[src/rtl/fetch_stage_pipelined.sv]
// fetch_stage_pipelined: PC register, imem addressing and IF/ID capture with
// stall/flush/redirect control and sticky misaligned-target fault.
module fetch_stage_pipelined #(
    parameter int              PC_W     = 64,
    parameter int              INSTR_W  = 32,
    parameter logic [PC_W-1:0] RESET_PC = '0,
    parameter int              INCR     = 4
) (
    input  logic               clk,
    input  logic               reset,
    input  logic               stall_i,
    input  logic               flush_i,
    input  logic               br_taken_i,
    input  logic [PC_W-1:0]    br_target_i,
    output logic [PC_W-1:0]    imem_addr_o,
    input  logic [INSTR_W-1:0] imem_data_i,
    output logic [INSTR_W-1:0] ifid_instr_o,
    output logic [PC_W-1:0]    ifid_pc_o,
    output logic               ifid_valid_o,
    output logic               fault_o,
    output logic [PC_W-1:0]    fault_pc_o
);
    typedef enum logic [1:0] {BOOT, RUN, HALT} state_t;

    state_t             state_q, state_d;
    logic [PC_W-1:0]    pc_q, pc_d;
    logic [INSTR_W-1:0] instr_q, instr_d;
    logic [PC_W-1:0]    ifid_pc_q, ifid_pc_d;
    logic               valid_q, valid_d;
    logic               fault_q, fault_d;
    logic [PC_W-1:0]    fault_pc_q, fault_pc_d;
    logic               misaligned;
    logic [PC_W-1:0]    pc_next;

    assign misaligned = |(br_target_i & PC_W'(INCR - 1));
    assign pc_next    = pc_q + PC_W'(INCR);

    always_comb begin
        state_d    = state_q;
        pc_d       = pc_q;
        instr_d    = instr_q;
        ifid_pc_d  = ifid_pc_q;
        valid_d    = 1'b0;
        fault_d    = fault_q;
        fault_pc_d = fault_pc_q;
        case (state_q)
            BOOT: state_d = RUN;
            RUN: begin
                if (br_taken_i && misaligned) begin
                    state_d    = HALT;
                    fault_d    = 1'b1;
                    fault_pc_d = br_target_i;
                end else if (br_taken_i) begin
                    pc_d = br_target_i;
                end else if (stall_i) begin
                    valid_d = flush_i ? 1'b0 : valid_q;
                end else if (flush_i) begin
                    pc_d = pc_next;
                end else begin
                    pc_d      = pc_next;
                    instr_d   = imem_data_i;
                    ifid_pc_d = pc_q;
                    valid_d   = 1'b1;
                end
            end
            default: state_d = HALT;
        endcase
    end

    always_ff @(posedge clk) begin
        if (reset) begin
            state_q    <= BOOT;
            pc_q       <= RESET_PC;
            instr_q    <= '0;
            ifid_pc_q  <= '0;
            valid_q    <= 1'b0;
            fault_q    <= 1'b0;
            fault_pc_q <= '0;
        end else begin
            state_q    <= state_d;
            pc_q       <= pc_d;
            instr_q    <= instr_d;
            ifid_pc_q  <= ifid_pc_d;
            valid_q    <= valid_d;
            fault_q    <= fault_d;
            fault_pc_q <= fault_pc_d;
        end
    end

    assign imem_addr_o  = pc_q;
    assign ifid_instr_o = instr_q;
    assign ifid_pc_o    = ifid_pc_q;
    assign ifid_valid_o = valid_q;
    assign fault_o      = fault_q;
    assign fault_pc_o   = fault_pc_q;
endmodule

[config.mk]
export PLATFORM = sky130hd
export DESIGN_NAME = fetch_stage_pipelined
export DESIGN_NICKNAME = d
export VERILOG_FILES = /design/src/rtl/fetch_stage_pipelined.sv
export SDC_FILE = /design/constraint.sdc
export NUM_CORES = 1
export LEC_CHECK = 0
export CORE_UTILIZATION = 37
export CTS_CLUSTER_SIZE = 10
export DETAILED_ROUTE_END_ITERATION = 6
export GPL_TIMING_DRIVEN = 0
export HOLD_SLACK_MARGIN = 0.15
export PLACE_DENSITY_LB_ADDON = 0.3
export SYNTH_ARGS = -nofsm -noshare
export SYNTH_HDL_FRONTEND = slang
export SYNTH_SLANG_ARGS = --single-unit
[constraint.sdc]
create_clock -name clk -period 3.7 [get_ports clk]
set_input_delay 0.555 -clock clk [delete_from_list [all_inputs] [get_ports clk]]
set_output_delay 0.555 -clock clk [all_outputs]
set_load 0.05 [all_outputs]
==> summary.txt <==
Status
  – Run status: finished, final reports clean

GRT
  – First-pass GRT wire length: 65240 um
  – GRT overflow: 0
  – Initial antenna violation count: 0
  – Vias in the first global route: 10990
  – Largest net degree at the start of global routing: 14
  – GRT Resource Usage Total: 30.01%

Routing
  – Routed wire per std cell: 21.49 um
  – Total Wirelength: 44000 um
  – Wl on met1: 17970 um
  – Vias: 11670
  – Routed vias/inst: 5.700
  – First drt pass iteration count: 6
  – Drt initial violations: 1060
  – Residual DRC: 0
  – Antenna viol nets, final: 0
  – Top sig layer: met4
  – Met3 routed WL: 4495 um
  – Met2 routed WL: 19690 um

Critical path
  – WP data arrival: 3.62 ns
  – FF-to-FF End: imem_addr_o[44]$_SDFFE_PP0P_
  – Crit path max fanout: 10
  – Critical path class: reg -> reg
  – Critical Path RT: 4.12 ns
  – CP peak stage delay: 0.95 ns
  – Startpoint Class: flop
  – R2R Path Start: imem_addr_o[32]$_SDFFE_PP0P_
  – R2R setup slack: 0.50 ns
  – CP bufs+invs: 1
  – CP max-delay cell: nor4_1
  – Critical Path End Type: flop
  – Crit-path cells: clkbuf_1, nand3_1, or4_1, nor4_1, o21ai_0, a32o_1
  – Worst Reg-to-Reg Cells: 6
  – Family with the most delay on the worst path: simple AND/OR/NAND/NOR gates

Placement
  – GP Congestion: 0.9315
  – Buffers on Ports: 325
  – Placed insts: 2012
  – Post-place setup slack: 0.09693 ns
  – Dpl hpwl: 32100 um

Min path
  – Worst Hold Class: reg -> reg
  – Hold path start: ifid_pc_o[43]$_SDFFE_PP0P_
  – Worst hold stages: 2
  – Worst hold path endpoint: ifid_pc_o[43]$_SDFFE_PP0P_

Clocking
  – Clk_lat worst skew: 0.54 ns
  – Total CTS buffers: 27
  – Clock Tree Buf Depth: 3
  – CTS tree: done
  – TritonCTS Sinks: 228
  – Clk root buf: clkbuf_16
  – Post-CTS setup buffer count: 0
  – Post-CTS sizing: 0
  – Depth of the CTS H-tree: 1
  – Hold bufs inserted after CTS: 0
  – Register clock-pin slew on the reported worst setup and hold paths: 0.05 ns

Synthesis
  – Synth Flop Type: dfxtp_1
  – Synth top cells by count: nand2_1, dfxtp_1, a21oi_1
  – Register bit total from synthesis: 228
  – Area leader, netlist: dfxtp_1
  – Asr flop ratio synth: 0%
  – Top-count cell post-synth: nand2_1
  – Synth top area share: 44.78%
  – Ranking of synthesized cells by area: dfxtp_1, nand2_1, a21oi_1
  – Mapped Avg Cell Area: 7.578 um2
  – Distinct cells, synth: 73
  – Sequential area share after synthesis: 44.78%
  – EDFF count, synth: 0
  – Mapped Cells: 1345
  – Post-Synthesis Cell Area: 10190 um2
  – Synthesis Warnings: 0
  – Post-Syn Nets: 1447

Floorplan
  – CORE AREA: 26950 um2
  – Die area: 28210 um2
  – Initial core utilization: 37.82%
  – Number of placed I/O pins: 327
  – Std-Cell Rows: 60
  – Die X: 168.0 um
  – Die Height: 168.0 um

Finish
  – Area of the multi-input gates: 5126 um2
  – Filler instances: 2556
  – Final #Nets: 1802
  – Final Util: 54.27%
  – Register Area: 4564 um2
  – Ant diodes: 0
  – Final std cells w/o fill: 2047
  – Layout area overhead: 43.49%
  – Share of post-route cells with drive strength above 1: 4.103%

Timing
  – Final period util: 86.44%
  – Final Hold Vio Count: 0
  – RSZ-0062 raised after global routing: no
  – Max frequency: 312.7 MHz
  – Fin worst setup slack: 0.5017 ns
  – Final Critical Period: 3.198 ns
  – Setup TNS: 0 ns
  – Final setup viols: 0
  – Slew Viols, Final: 0
  – Clk_skew: 0.02130 ns
  – Rel. slew slack: 12.58%
  – Worst-Margin Slew: 1.299 ns

Pwr
  – Cell Pwr Density: 401.1 nW/um2
  – Worst IR Drop VDD: 0.0003292 V
  – Static leakage: 4.687 nW

Flow run
  – Max-cap violations: 0
placed cells by master, fill, tap and decap left out, types with 5 or more instances in the layout:
cell / synthesis / final
or4_1: 14 / 14
a32o_1: 6 / 6
a31oi_1: 22 / 22
clkbuf_1: 91 / 96
clkdlybuf4s50_1: 0 / 325
buf_1: 7 / 7
nor4_1: 20 / 18
and4_1: 11 / 11
and2_1: 8 / 8
a21o_1: 5 / 5
or3_1: 9 / 9
a211oi_1: 8 / 8
mux2i_1: 12 / 12
o211ai_1: 5 / 5
inv_1: 7 / 7
a22oi_1: 9 / 9
clkbuf_16: 0 / 27
a21oi_1: 195 / 195
nand3_1: 46 / 46
nor2b_1: 8 / 8
and3_1: 24 / 24
nand2_1: 391 / 391
nor3_1: 28 / 27
nor2_1: 37 / 37
buf_6: 5 / 6
o21ai_0: 34 / 34
o31ai_1: 11 / 11
nand4_1: 24 / 24
buf_2: 5 / 5
dfxtp_1: 228 / 228
or2_2: 6 / 6
sequential cells by signal, summed over array words and instances, names as in the netlist:
| register | flops |
|---|---|
| ifid_pc_o | 64 |
| fault_o | 1 |
| imem_addr_o | 64 |
| fault_pc_o | 64 |
| ifid_valid_o | 1 |
| ifid_instr_o | 32 |
| state_q | 2 |
per-layer routing:
| layer | up-vias | global-route usage, % |
|---|---|---|
| met4 | 0 | 13.40 |
| li1 | 5430 | - |
| met2 | 672 | 47.72 |
| met5 | - | 0 |
| met1 | 5458 | 37.81 |
| met3 | 108 | 8.369 |
where the power goes:
group | leakage [nW] | switching (mW) | total [mW] | internal, mW
Combinational | 2.49 | 0.623 | 0.941 | 0.317
Sequential | 1.85 | 0.0759 | 2.61 | 2.53
Clock | 0.350 | 0.997 | 2.32 | 1.32
Total | 4.69 | 1.70 | 5.87 | 4.17
kinds of logic after synthesis:
group                      share of synthesized area [%]
buffers and inverters                              5.095
adders and majority gates                         0.1227
AOI/OAI and AO/OA                                  19.14
muxes                                              1.289
DFF                                                44.78
and+or+nand+nor                                    29.57
how the worst max path moves through the flow:
stage / startpoint / end / slack (ns) / cells after the start
2_1_floorplan: imem_addr_o[2]$_SDFFE_PP0P_ / imem_addr_o[53]$_SDFFE_PP0P_ / 0.86 / 6
3_3_place_gp: br_taken_i / fault_pc_o[53]$_SDFFE_PP0P_ / -0.24 / 6
3_5_place_dp: stall_i / imem_addr_o[32]$_SDFFE_PP0P_ / 0.1 / 7
4_1_cts: imem_addr_o[32]$_SDFFE_PP0P_ / imem_addr_o[44]$_SDFFE_PP0P_ / 0.57 / 6
5_1_grt: imem_addr_o[32]$_SDFFE_PP0P_ / imem_addr_o[44]$_SDFFE_PP0P_ / 0.34 / 6
6_report: imem_addr_o[32]$_SDFFE_PP0P_ / imem_addr_o[44]$_SDFFE_PP0P_ / 0.50 / 6
layout make-up:
class / count / area share, %
Sequential cell: 228 / 31.21
Clock buffer: 33 / 4.842
Timing Repair Buffer: 326 / 22.32
Clock inverter: 2 / 0.1112
Multi-Input combinational cell: 997 / 35.05
Inverter: 8 / 0.2053
Tap cell: 341 / 2.917
Buffer: 112 / 3.345
worst min-delay path, delay by kind of cell, from the launching register on:
kind             cells  cell delay, ns
AO/OA/AOI/OAI        1            0.05
flip-flops           1            0.30
AND/OR/NAND/NOR      1            0.05
metrics by stage:
| step | hold slack (ns) | area, um2 | power [mW] |
|---|---|---|---|
| after CTS | 0.4530 | 14630 | 5.874 |
| final | 0.4507 | 14630 | 5.866 |
| after floorplan | 0.4656 | 10190 | 3.148 |
| after global placement | 0.4413 | 13870 | 3.570 |
| after global routing | 0.4652 | 14630 | 6.038 |
| after detailed placement | 0.4453 | 13900 | 3.580 |
No activity file was read; power rests on OpenSTA's default activity.
